--- config.mk ---
export PLATFORM = sky130hd
export DESIGN_NAME = mem_port_arbiter
export DESIGN_NICKNAME = d
export VERILOG_FILES = /design/src/rtl/proc_pkg.sv /design/src/rtl/rr_arb2.sv /design/src/rtl/mem_port_arbiter.sv
export SDC_FILE = /design/constraint.sdc
export NUM_CORES = 1
export LEC_CHECK = 0
export BUFFER_PORTS_ARGS = -buffer_cell sky130_fd_sc_hd__buf_4
export CORE_ASPECT_RATIO = 0.8
export CORE_UTILIZATION = 37
export DETAILED_ROUTE_END_ITERATION = 6
export PLACE_DENSITY_LB_ADDON = 0.3
export SYNTH_ARGS = -nofsm -noshare
export SYNTH_HDL_FRONTEND = slang
export SYNTH_HIERARCHICAL = 1
export SYNTH_SLANG_ARGS = --single-unit
--- constraint.sdc ---
create_clock -name clk -period 1.3 [get_ports clk]
set_input_delay 0.13 -clock clk [delete_from_list [all_inputs] [get_ports clk]]
set_output_delay 0.13 -clock clk [all_outputs]
set_load 0.05 [all_outputs]
--- src/rtl/proc_pkg.sv ---
// proc_pkg: shared constants and types for the unified-memory port arbiter.
//   DATA_W / ADDR_W : memory word width and word-address width
//   owner_t         : which requester owns the current memory access
//   arb_state_t     : arbiter FSM states
//   mem_cmd_t       : captured memory command (write flag, address, data)
package proc_pkg;

    localparam int DATA_W = 17;
    localparam int ADDR_W = 8;

    typedef enum logic {
        OWN_CPU  = 1'b0,
        OWN_HOST = 1'b1
    } owner_t;

    typedef enum logic [1:0] {
        IDLE  = 2'd0,
        ISSUE = 2'd1,
        WAIT  = 2'd2
    } arb_state_t;

    typedef struct packed {
        logic              we;
        logic [ADDR_W-1:0] addr;
        logic [DATA_W-1:0] wdata;
    } mem_cmd_t;

endpackage

--- src/rtl/rr_arb2.sv ---
// rr_arb2: combinational two-way round-robin picker.
//   req[0]     : CPU request
//   req[1]     : HOST request
//   last_owner : requester that was granted most recently
//   winner     : requester selected this cycle (meaningful only when any_req)
//   any_req    : at least one request is pending
module rr_arb2
    import proc_pkg::*;
(
    input  logic [1:0] req,
    input  owner_t     last_owner,
    output owner_t     winner,
    output logic       any_req
);

    always_comb begin
        any_req = |req;
        winner  = OWN_CPU;
        if (req == 2'b11)
            // contention: whoever did not go last wins, so grants alternate
            winner = (last_owner == OWN_CPU) ? OWN_HOST : OWN_CPU;
        else if (req[1])
            winner = OWN_HOST;
    end

endmodule

--- src/rtl/mem_port_arbiter.sv ---
// mem_port_arbiter: shares the single-port instruction/data memory between
// the CPU and the program-loader/debug HOST.
//   clk, reset                       : clock, synchronous active-high reset
//   cpu_req/we/addr/wdata            : CPU command, held until cpu_gnt
//   cpu_gnt, cpu_rvalid, cpu_rdata   : CPU issue pulse, read-return pulse, read data
//   host_*                           : same set for HOST
//   mem_en/we/addr/wdata, mem_rdata  : memory macro port (rdata MEM_LAT cycles after mem_en)
//   busy                             : FSM is not in IDLE
// Requests are only sampled in IDLE; one access is in flight at a time.
module mem_port_arbiter
    import proc_pkg::*;
#(
    parameter int DATA_W  = proc_pkg::DATA_W,
    parameter int ADDR_W  = proc_pkg::ADDR_W,
    parameter int MEM_LAT = 1
) (
    input  logic              clk,
    input  logic              reset,
    input  logic              cpu_req,
    input  logic              cpu_we,
    input  logic [ADDR_W-1:0] cpu_addr,
    input  logic [DATA_W-1:0] cpu_wdata,
    output logic              cpu_gnt,
    output logic              cpu_rvalid,
    output logic [DATA_W-1:0] cpu_rdata,
    input  logic              host_req,
    input  logic              host_we,
    input  logic [ADDR_W-1:0] host_addr,
    input  logic [DATA_W-1:0] host_wdata,
    output logic              host_gnt,
    output logic              host_rvalid,
    output logic [DATA_W-1:0] host_rdata,
    output logic              mem_en,
    output logic              mem_we,
    output logic [ADDR_W-1:0] mem_addr,
    output logic [DATA_W-1:0] mem_wdata,
    input  logic [DATA_W-1:0] mem_rdata,
    output logic              busy
);

    localparam int CNT_W = 2;

    arb_state_t       state;
    owner_t           owner, last_owner, winner;
    logic             any_req;
    logic [CNT_W-1:0] cnt;
    logic             rsp;
    logic             sel_we;
    logic [ADDR_W-1:0] sel_addr;
    logic [DATA_W-1:0] sel_wdata;

    rr_arb2 u_rr (
        .req       ({host_req, cpu_req}),
        .last_owner(last_owner),
        .winner    (winner),
        .any_req   (any_req)
    );

    always_comb begin
        sel_we    = cpu_we;
        sel_addr  = cpu_addr;
        sel_wdata = cpu_wdata;
        if (winner == OWN_HOST) begin
            sel_we    = host_we;
            sel_addr  = host_addr;
            sel_wdata = host_wdata;
        end
    end

    always_ff @(posedge clk) begin
        if (reset) begin
            state      <= IDLE;
            owner      <= OWN_CPU;
            last_owner <= OWN_HOST;
            cnt        <= '0;
            mem_en     <= 1'b0;
            mem_we     <= 1'b0;
            mem_addr   <= '0;
            mem_wdata  <= '0;
            cpu_gnt    <= 1'b0;
            host_gnt   <= 1'b0;
        end else begin
            case (state)
                IDLE: begin
                    if (any_req) begin
                        owner     <= winner;
                        mem_we    <= sel_we;
                        mem_addr  <= sel_addr;
                        mem_wdata <= sel_wdata;
                        // strobes are registered so they line up with ISSUE
                        mem_en    <= 1'b1;
                        cpu_gnt   <= (winner == OWN_CPU);
                        host_gnt  <= (winner == OWN_HOST);
                        state     <= ISSUE;
                    end
                end
                ISSUE: begin
                    mem_en     <= 1'b0;
                    mem_we     <= 1'b0;
                    cpu_gnt    <= 1'b0;
                    host_gnt   <= 1'b0;
                    last_owner <= owner;
                    if (mem_we) begin
                        state <= IDLE;
                    end else begin
                        cnt   <= CNT_W'(MEM_LAT - 1);
                        state <= WAIT;
                    end
                end
                WAIT: begin
                    if (cnt == '0)
                        state <= IDLE;
                    else
                        cnt <= cnt - 1'b1;
                end
                default: state <= IDLE;
            endcase
        end
    end

    // read return; gated by reset so an aborted read never reports data
    assign rsp         = (state == WAIT) && (cnt == '0) && !reset;
    assign cpu_rvalid  = rsp && (owner == OWN_CPU);
    assign host_rvalid = rsp && (owner == OWN_HOST);
    assign cpu_rdata   = cpu_rvalid  ? mem_rdata : '0;
    assign host_rdata  = host_rvalid ? mem_rdata : '0;
    assign busy        = (state != IDLE);

endmodule

==> results of run 1 <==
## cells by family (layout without fill, tap and decap cells)
logic type / count (synthesis) / in the layout
AO/OA/AOI/OAI: 37 / 37
AND/OR/NAND/NOR: 83 / 83
buffers and inverters: 19 / 188
adder cells (fa/ha/maj): 1 / 1
flip-flops: 35 / 35
multiplexers: 26 / 26
## area by class of cell
class                           count  area (sq um)
Inverter                            3          11.3
Fill cell                         310           957
Tap cell                           62          77.6
Sequential cell                    35           709
Clock buffer                        7          76.3
Multi-Input combinational cell    147          1330
Timing Repair Buffer              177          1870
Clock inverter                      1          5.00
## sequential cells by signal, summed over array words and instances (netlist names)
register / count
cnt: 2
cpu_gnt: 1
host_gnt: 1
last_owner: 1
mem_addr: 8
mem_en: 1
mem_wdata: 17
mem_we: 1
owner: 1
state: 2
## routing by layer
layer	vias up	GRT usage (%)	share of wire (%)	wire length, um
li1	1036	-	-	-
met1	1050	28.0	38	3010
met2	99	48.7	54	4290
met3	18	6.69	5.8	467
met4	0	7.54	3.0	237
met5	-	0	0	0
## worst max-delay path, stage by stage, from the launching register on
cell and delay, ns:
dfxtp_2 0.34, inv_2 0.07, ha_4 0.15, nand3b_4 0.11
nor3b_4 0.23, buf_12 0.17, and2_2 0.18, buf_6 0.16
## how the worst max path moves through the flow
| stage | start | endpoint | slack, ns | cells past startpoint |
|---|---|---|---|---|
| floorplan | cnt[1]$_SDFFE_PP0P_ | host_rdata[1] | -0.18 | 6 |
| global placement | cnt[1]$_SDFFE_PP0P_ | host_rdata[11] | -0.12 | 7 |
| detailed placement | cnt[0]$_SDFFE_PP0P_ | host_rdata[10] | -0.17 | 7 |
| CTS | cnt[0]$_SDFFE_PP0P_ | host_rdata[10] | -0.45 | 7 |
| global route | cnt[0]$_SDFFE_PP0P_ | host_rdata[12] | -0.58 | 7 |
| finish | cnt[0]$_SDFFE_PP0P_ | host_rdata[12] | -0.53 | 7 |
## report_power, final
group	switching (mW)	leakage [nW]	internal (mW)
clock network	0.390	0.0422	0.376
logic	0.940	1.53	0.795
registers	0.0815	0.292	1.19
total	1.41	1.86	2.36
## cell usage in the layout, fill, tap and decap left out, types with 2 or more instances in the layout
master / count
and2_2: 7
nand2_1: 2
a21oi_2: 3
nor3b_4: 3
and2_4: 27
nor2b_2: 2
buf_8: 29
inv_2: 2
clkbuf_8: 5
clkbuf_1: 2
dfxtp_2: 4
buf_16: 6
nor2_2: 4
a211oi_2: 25
dfxtp_1: 30
buf_4: 114
nor2_1: 28
mux2i_1: 24
buf_6: 18
clkbuf_16: 2
buf_12: 8
## metrics by stage
step | cells | power (mW) | setup WS (ns) | area (sq um)
2_1_floorplan | 201 | 2.16 | -0.184 | 2060
3_3_place_gp | 399 | 2.58 | -0.119 | 3210
3_5_place_dp | 399 | 2.60 | -0.169 | 3210
4_1_cts | 426 | 3.72 | -0.448 | 3950
5_1_grt | 432 | 3.92 | -0.582 | 4080
6_report | 432 | 3.77 | -0.534 | 4080
## what timing repair did
action / CTS / global route
pin swaps: 20 / 22
buffers inserted: 11 / 9
endpoints found under the hold margin: 0 / 0
resized for setup: 95 / 31
endpoints found under the setup margin: 68 / 70
gates cloned: 8 / 2
==> impl_metrics.env, run 1 <==
export IMPL_power_density_nw_per_um2=925
export IMPL_cts_tree="yes"
export IMPL_tns_ns=-21.33
export IMPL_hold_viol=0
export IMPL_fin_ws_ns=-0.534
export IMPL_grt_overflow=0
export IMPL_via_per_inst=5.10
export IMPL_syn_area_sq_um=1950
export IMPL_synth_adder_area_share_pct=0.640
export IMPL_final_core_util_pct=81.0
export IMPL_grt_pass1_vias=2237
export IMPL_clock_latency_ns=0.28
export IMPL_grt_max_degree=37
export IMPL_wire_per_inst_um=18.5
export IMPL_cts_sinks=35
export IMPL_rrSetupSlack_ns=-0.15
export IMPL_holdPathEnd="mem_we$_SDFFE_PP0P_"
export IMPL_synth_top_family_by_area="simple AND/OR/NAND/NOR gates"
export IMPL_cts_buffer_depth=2
export IMPL_startpoint_type="flop"
export IMPL_area_delta_synth_final_pct=109
export IMPL_numCtsBuffers=5
export IMPL_peakVddDrop_mv=0.728
export IMPL_port_buffers=138
export IMPL_rr_worst_depth=7
export IMPL_htree_levels=2
export IMPL_worst_clock_skew_ns=0.00901
export IMPL_antenna_cells=0
export IMPL_syn_inst=201
export IMPL_slew_headroom_pct=63.2
export IMPL_core_sq_um=5040
export IMPL_avgSynthCellArea_sq_um=9.72
export IMPL_rr_endpoint="mem_wdata[9]$_SDFFE_PP0P_"
export IMPL_yosysSeqAreaShare_pct=35.9
export IMPL_critPathArrivalTime_ns=1.70
export IMPL_path_clk_slew_ns=0.08
export IMPL_hold_worst_slack_ns=0.214
export IMPL_grt_use_total_pct=25.5
export IMPL_io_pin_count=139
export IMPL_yosysMostFrequentCell="dfxtp_1"
export IMPL_ant_nets=0
export IMPL_timing_fmax_mhz=545
export IMPL_maxSlewViolCount=0
export IMPL_synthArstFlopShare_pct=0
export IMPL_drive_above_1_share_pct=74.1
export IMPL_worst_pin_slew_ns=0.553
export IMPL_worstSetupPathType="reg -> out"
export IMPL_dieHeight_um=67.0
export IMPL_synth_common_cells="dfxtp_1 (35), and2_1 (34), nor2_1 (33), mux2i_1 (25), a211oi_2 (23)"
export IMPL_die_area_sq_um=5580
export IMPL_cts_root_buf="clkbuf_8"
export IMPL_p_leak_nw=1.86
export IMPL_routed_wl_mm=8.00
export IMPL_synth_top_cell_area_share_pct=35.9
export IMPL_synth_edf_count=0
export IMPL_hp_start="cpu_we"
export IMPL_syn_nets=275
export IMPL_finalCritPeriodShare_pct=141
export IMPL_cp_required_ns=1.17
export IMPL_synth_simple_area_share_pct=24.4
export IMPL_violations="negative setup slack"
export IMPL_ys_types=34
export IMPL_die_w_um=83.3
export IMPL_layout_nets=443
export IMPL_reg2reg_from="state[0]$_SDFFE_PP0P_"
export IMPL_initial_core_util_pct=38.8
export IMPL_synth_flop_cell="dfxtp_1"
export IMPL_drt_pass1_iterations=4
export IMPL_min_path_type="in -> reg"
export IMPL_synth_compound_area_share_pct=19.8
export IMPL_worstSetupEndpointType="output port"
export IMPL_fp_row_count=23
export IMPL_cts_hold_buf=0
export IMPL_rsz0062_at_grt="true"
export IMPL_yosys_top_cells_area="dfxtp_1 (36%), a211oi_2 (15%), mux2i_1 (13%)"
export IMPL_synth_warnings=6
export IMPL_maxCapViolCount=0
export IMPL_hpwlAfterDp_mm=3.97
export IMPL_setup_viol_count_final=65
export IMPL_hold_path_depth=4
export IMPL_place_congestion=0.736
export IMPL_synth_xor_area_share_pct=0
export IMPL_vias=2203
export IMPL_synth_seq_cells=35
export IMPL_antenna_found_initial=0
export IMPL_drt_drc_violations_left=0
export IMPL_synth_top_area_cell="dfxtp_1"
export IMPL_grt_first_pass_wirelength_mm=11.0
export IMPL_synthMuxAreaShare_pct=13.4
export IMPL_cp_max_fo=18
export IMPL_status="finished, violations left"
export IMPL_post_route_min_period_ns=1.83
export IMPL_drtIter0Drc=69
(Power assumes the default switching activity.)
==> inputs of run 2 (changes only) <==
--- a/config.mk
+++ b/config.mk
@@ -10,6 +10,7 @@
 export CORE_UTILIZATION = 37
 export DETAILED_ROUTE_END_ITERATION = 6
 export PLACE_DENSITY_LB_ADDON = 0.3
+export SETUP_SLACK_MARGIN = 0.5
 export SYNTH_ARGS = -nofsm -noshare
 export SYNTH_HDL_FRONTEND = slang
 export SYNTH_HIERARCHICAL = 1
==> impl_metrics.env, run 2 <==
export IMPL_synth_flop_cell="dfxtp_1"
export IMPL_io_pin_count=139
export IMPL_ys_types=34
export IMPL_worst_ep_kind="top-level output"
export IMPL_yosysMostFrequentCell="dfxtp_1"
export IMPL_syn_area_sq_um=1950
export IMPL_synthArstFlopShare_pct=0
export IMPL_cts_hold_buf=0
export IMPL_cts_sinks=35
export IMPL_port_buffers=138
export IMPL_post_dp_cell_area_sq_um=3530
export IMPL_synth_top_cell_area_share_pct=35.9
export IMPL_grt_max_degree=37
export IMPL_place_congestion=0.755
export IMPL_die_w_um=83.3
export IMPL_dieHeight_um=67.0
export IMPL_synth_top_area_cell="dfxtp_1"
export IMPL_cts_root_buf="clkbuf_8"
export IMPL_fp_row_count=23
export IMPL_synth_edf_count=0
export IMPL_crit_endpoint="host_rdata[12]"
export IMPL_numCtsBuffers=5
export IMPL_yosys_top_cells_area="dfxtp_1 (36%), a211oi_2 (15%), mux2i_1 (13%)"
export IMPL_syn_inst=201
export IMPL_synth_seq_cells=35
export IMPL_cts_buffer_depth=2
export IMPL_antenna_found_initial=0
export IMPL_synth_warnings=6
export IMPL_initial_core_util_pct=38.8
export IMPL_hpwlAfterDp_mm=4.34
export IMPL_firstError="[ERROR DPL-0033] detailed placement checks failed during check placement."
export IMPL_htree_levels=2
export IMPL_avgSynthCellArea_sq_um=9.72
export IMPL_syn_nets=275
export IMPL_yosysSeqAreaShare_pct=35.9
export IMPL_stop_stage="global routing"
export IMPL_synth_common_cells="dfxtp_1 (35), and2_1 (34), nor2_1 (33), mux2i_1 (25), a211oi_2 (23)"
export IMPL_status="stopped before the end"
==> run 2: timing repair <==
action                                  4_1_cts
gates cloned                                  4
gates resized for setup                     207
endpoints found under the setup margin      101
buffers inserted                             33
pin swaps                                     9
==> run 2: cell families after synthesis <==
kind of cell             synth area share (%)
adder cells (fa/ha/maj)                 0.640
AO/OA/AOI/OAI                            19.8
AND/OR/NAND/NOR                          24.4
flip-flops                               35.9
multiplexers                             13.4
buffers and inverters                    5.95
==> run 2: through the flow <==
step                      setup TNS, ns  utilization [%]  setup slack (ns)  instances
after floorplan                   -4.53                -            -0.184        201
after global placement            -3.18             70.1            -0.120        406
after detailed placement          -5.01             70.1            -0.162        406
after CTS                        -15.33             92.4            -0.453        451
==> inputs of run 3 (changes only) <==
--- a/config.mk
+++ b/config.mk
@@ -6,11 +6,9 @@
 export NUM_CORES = 1
 export LEC_CHECK = 0
 export BUFFER_PORTS_ARGS = -buffer_cell sky130_fd_sc_hd__buf_4
-export CORE_ASPECT_RATIO = 0.8
-export CORE_UTILIZATION = 37
+export CORE_UTILIZATION = 32
 export DETAILED_ROUTE_END_ITERATION = 6
-export PLACE_DENSITY_LB_ADDON = 0.3
-export SETUP_SLACK_MARGIN = 0.5
+export PLACE_DENSITY_LB_ADDON = 0.15
 export SYNTH_ARGS = -nofsm -noshare
 export SYNTH_HDL_FRONTEND = slang
 export SYNTH_HIERARCHICAL = 1
==> constraint.sdc (replaced) <==
create_clock -name clk -period 1.7 [get_ports clk]
set_input_delay 0.17 -clock clk [delete_from_list [all_inputs] [get_ports clk]]
set_output_delay 0.17 -clock clk [all_outputs]
set_load 0.05 [all_outputs]
==> impl_metrics.env, run 3 (synthesis gave the netlist of run 1 again) <==
export IMPL_status="finished, violations left"
export IMPL_violations="negative setup slack"
export IMPL_dpl_cell_count=406
export IMPL_stdcell_count=417
export IMPL_port_buffers=138
export IMPL_htree_levels=2
export IMPL_grt_use_total_pct=17.5
export IMPL_drt_pass1_iterations=4
export IMPL_critPathLaunch="cnt[0]$_SDFFE_PP0P_"
export IMPL_min_path_type="in -> reg"
export IMPL_via_per_inst=4.63
export IMPL_dieHeight_um=80.2
export IMPL_drive_above_1_share_pct=63.7
export IMPL_core_sq_um=5920
export IMPL_total_power_mw=2.55
export IMPL_share_comb_of_total_power_pct=39.0
export IMPL_hold_path_depth=3
export IMPL_final_cell_mix="buf_4 (109), nor2_1 (33), dfxtp_1 (32)"
export IMPL_io_pin_count=139
export IMPL_p_leak_nw=1.59
export IMPL_final_common_cell="buf_4"
export IMPL_grt_first_pass_wirelength_mm=8.74
export IMPL_worst_pin_slew_ns=0.515
export IMPL_die_w_um=80.2
export IMPL_switching_power_mw=0.951
export IMPL_hold_viol=0
export IMPL_startpoint_type="flop"
export IMPL_design_area_sq_um=3470
export IMPL_cts_tree="yes"
export IMPL_rsz0062_at_grt="true"
export IMPL_drtIter0Drc=58
export IMPL_cts_buffer_depth=2
export IMPL_critPathArrivalTime_ns=1.63
export IMPL_setup_viol_count_final=35
export IMPL_hpwlAfterDp_mm=3.78
export IMPL_finalCritPeriodShare_pct=106
export IMPL_power_density_nw_per_um2=733
export IMPL_antenna_cells=0
export IMPL_cp_cell_sequence="inv_2 -> ha_4 -> nand3b_4 -> nor3b_4 -> buf_6 -> and2_4 -> buf_8"
export IMPL_die_area_sq_um=6420
export IMPL_drt_drc_violations_left=0
export IMPL_worstSetupPathType="reg -> out"
export IMPL_routed_wl_mm=5.40
export IMPL_initial_core_util_pct=33.0
export IMPL_area_delta_synth_final_pct=77.8
export IMPL_maxSlewViolCount=0
export IMPL_rr_worst_depth=5
export IMPL_wire_per_inst_um=12.9
export IMPL_cp_required_ns=1.53
export IMPL_slew_headroom_pct=65.6
export IMPL_clock_latency_ns=0.29
export IMPL_cp_max_fo=9
export IMPL_numCtsBuffers=5
export IMPL_reg2reg_from="state[1]$_SDFFE_PP0P_"
export IMPL_grt_max_degree=37
export IMPL_peakVddDrop_mv=0.514
export IMPL_cts_root_buf="clkbuf_8"
export IMPL_post_dp_cell_area_sq_um=3110
export IMPL_hp_start="cpu_wdata[16]"
export IMPL_cp_slowest_cell="dfxtp_2"
export IMPL_reg_top3="mem_wdata x17, mem_addr x8"
export IMPL_tns_ns=-2.02
export IMPL_grt_pass1_vias=1821
export IMPL_largest_register_ffs=17
export IMPL_timing_fmax_mhz=555
export IMPL_place_congestion=0.689
export IMPL_ant_nets=0
export IMPL_fp_row_count=28
export IMPL_post_route_min_period_ns=1.80
export IMPL_grt_overflow=0
export IMPL_maxCapViolCount=0
export IMPL_cpPeakStageDelay_ns=0.33
export IMPL_p_clk_share_pct=23.1
export IMPL_largest_register="mem_wdata"
export IMPL_swShare_pct=37.3
export IMPL_vias=1931
export IMPL_cts_sinks=35
export IMPL_worst_clock_skew_ns=0.00734
export IMPL_antenna_found_initial=0
export IMPL_seqPwrFrac_pct=38.0
export IMPL_fin_ws_ns=-0.100
export IMPL_path_clk_slew_ns=0.08
export IMPL_layout_nets=415
export IMPL_worstSetupEndpointType="output port"
export IMPL_internal_power_mw=1.60
[run 3: final cells by class]
| type | instances | area (sq um) |
|---|---|---|
| fill | 527 | 2450 |
| tap | 75 | 93.8 |
| timing repair buffer | 149 | 1370 |
| clock inverter | 1 | 5.00 |
| sequential | 35 | 704 |
| multi-input combinational | 147 | 1210 |
| inverter | 3 | 11.3 |
| clock buffer | 7 | 76.3 |
[run 3: metrics by stage]
step	utilization, %	setup slack [ns]	hold slack, ns
after global routing	58.7	-0.217	0.234
after detailed placement	52.5	0.0900	0.460
final	58.7	-0.100	0.227
after floorplan	-	-0.00721	0.404
after CTS	59.1	-0.144	0.221
after global placement	52.5	0.134	0.444
[run 3: power groups by stage]
stage                     registers [mW]  clock network [mW]  logic (mW)
after global routing               0.980               0.657        1.06
final                              0.967               0.588       0.993
after global placement             0.982                   0       0.979
after detailed placement           0.982                   0       0.986
after floorplan                     1.25                   0       0.392
after CTS                          0.968               0.610        1.00
[run 3: path summary, 6_finish.rpt]
kind                            slack, ns                          to
worst max-delay path                -0.10              host_rdata[15]
worst min-delay path                 0.23  mem_wdata[16]$_SDFFE_PP0P_
worst max register to register       0.33   mem_wdata[0]$_SDFFE_PP0P_
worst min register to register       0.47       host_gnt$_SDFFE_PP0P_
[run 3: timing repair]
action | in CTS | in global routing
gates cloned | 1 | 0
endpoints found under the setup margin | 36 | 35
endpoints found under the hold margin | 0 | 0
pin swaps | 2 | 3
hold buffers | 0 | 0
resized for setup | 80 | 5
setup buffers | 3 | 1
[run 3: critical path: cells and delay by family (launching register included)]
kind / cells / cell delay, ns
buffers and inverters: 3 / 0.38
AND/OR/NAND/NOR: 3 / 0.48
flip-flops: 1 / 0.33
adder cells (fa/ha/maj): 1 / 0.15
[run 3: routing by layer]
layer | global-route usage, % | vias to the layer above | wire (um)
met5 | 0 | - | 0
met4 | 5.89 | 0 | 72
met3 | 5.68 | 8 | 393
met2 | 29.3 | 73 | 2750
met1 | 20.9 | 878 | 2180
li1 | - | 972 | -
==> inputs of run 4 (changes only) <==
==> constraint.sdc (replaced) <==
create_clock -name clk -period 1.7 [get_ports clk]
set_input_delay 0.17 -clock clk [delete_from_list [all_inputs] [get_ports clk]]
set_output_delay 0.17 -clock clk [all_outputs]
set_load 0.005 [all_outputs]
==> impl_metrics.env, run 4 (synthesis gave the netlist of run 1 again) <==
export IMPL_p_leak_nw=1.54
export IMPL_min_path_type="in -> reg"
export IMPL_path_clk_slew_ns=0.07
export IMPL_rr_worst_depth=4
export IMPL_finalCritPeriodShare_pct=104
export IMPL_via_per_inst=4.63
export IMPL_rr_endpoint="mem_wdata[16]$_SDFFE_PP0P_"
export IMPL_setup_viol_count_final=17
export IMPL_worstSetupEndpointType="output port"
export IMPL_rrSetupSlack_ns=0.31
export IMPL_post_route_min_period_ns=1.77
export IMPL_initial_core_util_pct=33.0
export IMPL_cts_sinks=35
export IMPL_largest_register_ffs=17
export IMPL_dpl_cell_count=406
export IMPL_fp_row_count=28
export IMPL_cp_num_buf_inv=3
export IMPL_timing_fmax_mhz=565
export IMPL_reg_top3="mem_wdata x17, mem_addr x8"
export IMPL_slew_headroom_pct=64.9
export IMPL_io_pin_count=139
export IMPL_core_sq_um=5920
export IMPL_fin_ws_ns=-0.0684
export IMPL_final_common_cell="buf_4"
export IMPL_clock_latency_ns=0.28
export IMPL_hold_viol=0
export IMPL_drive_above_1_share_pct=57.4
export IMPL_antenna_found_initial=0
export IMPL_maxCapViolCount=0
export IMPL_htree_levels=2
export IMPL_place_congestion=0.759
export IMPL_cts_hold_buf=0
export IMPL_antenna_cells=0
export IMPL_hpwlAfterDp_mm=3.94
export IMPL_startpoint_type="flop"
export IMPL_path_delay_family="simple AND/OR/NAND/NOR gates"
export IMPL_final_core_util_pct=55.0
export IMPL_largest_register="mem_wdata"
export IMPL_rsz0062_at_grt="true"
export IMPL_reg2reg_from="state[0]$_SDFFE_PP0P_"
export IMPL_worst_clock_skew_ns=0.00893
export IMPL_drt_pass1_iterations=4
export IMPL_grt_max_degree=37
export IMPL_port_buffers=138
export IMPL_die_area_sq_um=6420
export IMPL_hp_start="cpu_addr[7]"
export IMPL_numCtsBuffers=5
export IMPL_status="finished, violations left"
export IMPL_tns_ns=-0.576
export IMPL_peakVddDrop_mv=0.369
export IMPL_cp_slowest_cell="dfxtp_2"
export IMPL_cts_tree="yes"
export IMPL_power_density_nw_per_um2=682
export IMPL_dpl_worst_slack_ns=0.167
export IMPL_internal_power_mw=1.59
export IMPL_maxSlewViolCount=0
export IMPL_ant_nets=0
export IMPL_cts_buffer_depth=2
export IMPL_cp_cell_sequence="inv_2 -> ha_4 -> nand3b_4 -> nor3b_4 -> buf_2 -> and2_1 -> buf_4"
export IMPL_layout_nets=416
export IMPL_hold_path_depth=3
export IMPL_cts_root_buf="clkbuf_8"
export IMPL_worst_pin_slew_ns=0.527
export IMPL_area_delta_synth_final_pct=66.5
export IMPL_cp_required_ns=1.53
export IMPL_vias=1936
export IMPL_cp_max_fo=4
export IMPL_violations="negative setup slack"
export IMPL_worstSetupPathType="reg -> out"
export IMPL_dieHeight_um=80.2
export IMPL_grt_first_pass_wirelength_mm=8.10
export IMPL_wire_per_inst_um=12.8
export IMPL_final_cell_mix="buf_4 (138), nor2_1 (33), dfxtp_1 (33)"
export IMPL_stdcell_count=418
export IMPL_grt_use_total_pct=16.4
export IMPL_swShare_pct=28.6
export IMPL_routed_wl_mm=5.35
export IMPL_critPathArrivalTime_ns=1.60
export IMPL_share_comb_of_total_power_pct=30.1
export IMPL_drt_drc_violations_left=0
export IMPL_seqPwrFrac_pct=43.6
export IMPL_cpPeakStageDelay_ns=0.33
export IMPL_switching_power_mw=0.634
export IMPL_p_clk_share_pct=26.2
export IMPL_holdPathEnd="mem_addr[7]$_SDFFE_PP0P_"
export IMPL_die_w_um=80.2
export IMPL_grt_overflow=0
export IMPL_drtIter0Drc=60
export IMPL_grt_pass1_vias=1711
==> run 4: cell count changes in the layout (fill, tap and decap cells not counted) <==
cell and change:
and2_2 -9, buf_12 +1, dfxtp_2 -1, buf_4 +29, buf_2 +1, dfxtp_1 +1
buf_8 -22, and2_4 -12, and2_1 +21, buf_6 -8
==> run 4: metal layers <==
layer / vias to the layer above / wire [um] / GRT usage (%)
met1: 887 / 2150 / 19.0
li1: 972 / - / -
met4: 0 / 55 / 4.82
met5: - / 0 / 0
met2: 72 / 2810 / 29.6
met3: 5 / 334 / 3.98
==> run 4: cell type report <==
type,instances,area [sq um]
clock buffers,7,76.3
clock inverters,1,5.00
fillers,561,2670
inverters,3,11.3
multi-input cells,147,1170
flip-flops and latches,35,703
well taps,75,93.8
repair buffers,150,1190
==> run 4: worst max-delay path by stage <==
| stage | from | end | slack, ns | cells after the start |
|---|---|---|---|---|
| after floorplan | cnt[0]$_SDFFE_PP0P_ | host_rdata[1] | 0.25 | 6 |
| after global placement | cnt[0]$_SDFFE_PP0P_ | host_rdata[8] | 0.20 | 7 |
| after detailed placement | cnt[0]$_SDFFE_PP0P_ | host_rdata[2] | 0.17 | 7 |
| after CTS | cnt[1]$_SDFFE_PP0P_ | host_rdata[14] | -0.08 | 7 |
| after global routing | cnt[1]$_SDFFE_PP0P_ | host_rdata[7] | -0.17 | 7 |
| final | cnt[1]$_SDFFE_PP0P_ | host_rdata[7] | -0.07 | 7 |
==> run 4: through the flow <==
stage / power [mW] / hold slack [ns] / cell area (sq um)
2_1_floorplan: 1.33 / 0.404 / 1950
3_3_place_gp: 1.65 / 0.446 / 3090
3_5_place_dp: 1.66 / 0.453 / 3090
4_1_cts: 2.26 / 0.229 / 3240
5_1_grt: 2.36 / 0.237 / 3250
6_report: 2.22 / 0.235 / 3250
==> run 4: what timing repair did <==
action                     CTS  global route
gates cloned                 2             0
setup endpoints to repair   35            35
gates resized for setup     17             3
pin swaps                   10             0
setup buffers                1             1
==> run 4: power by group through the flow <==
stage	sequential, mW	clock (mW)	combinational (mW)
finish	0.968	0.582	0.669
global route	0.983	0.651	0.728
CTS	0.970	0.610	0.677
detailed placement	0.985	0	0.674
global placement	0.983	0	0.665
floorplan	0.979	0	0.348
==> run 4: worst reg2reg max path, cell delays in order, from the launching register on <==
cell      delay (ns)
dfxtp_1         0.45
nor3b_4         0.36
buf_12          0.23
nor2_1          0.07
a211oi_1        0.21
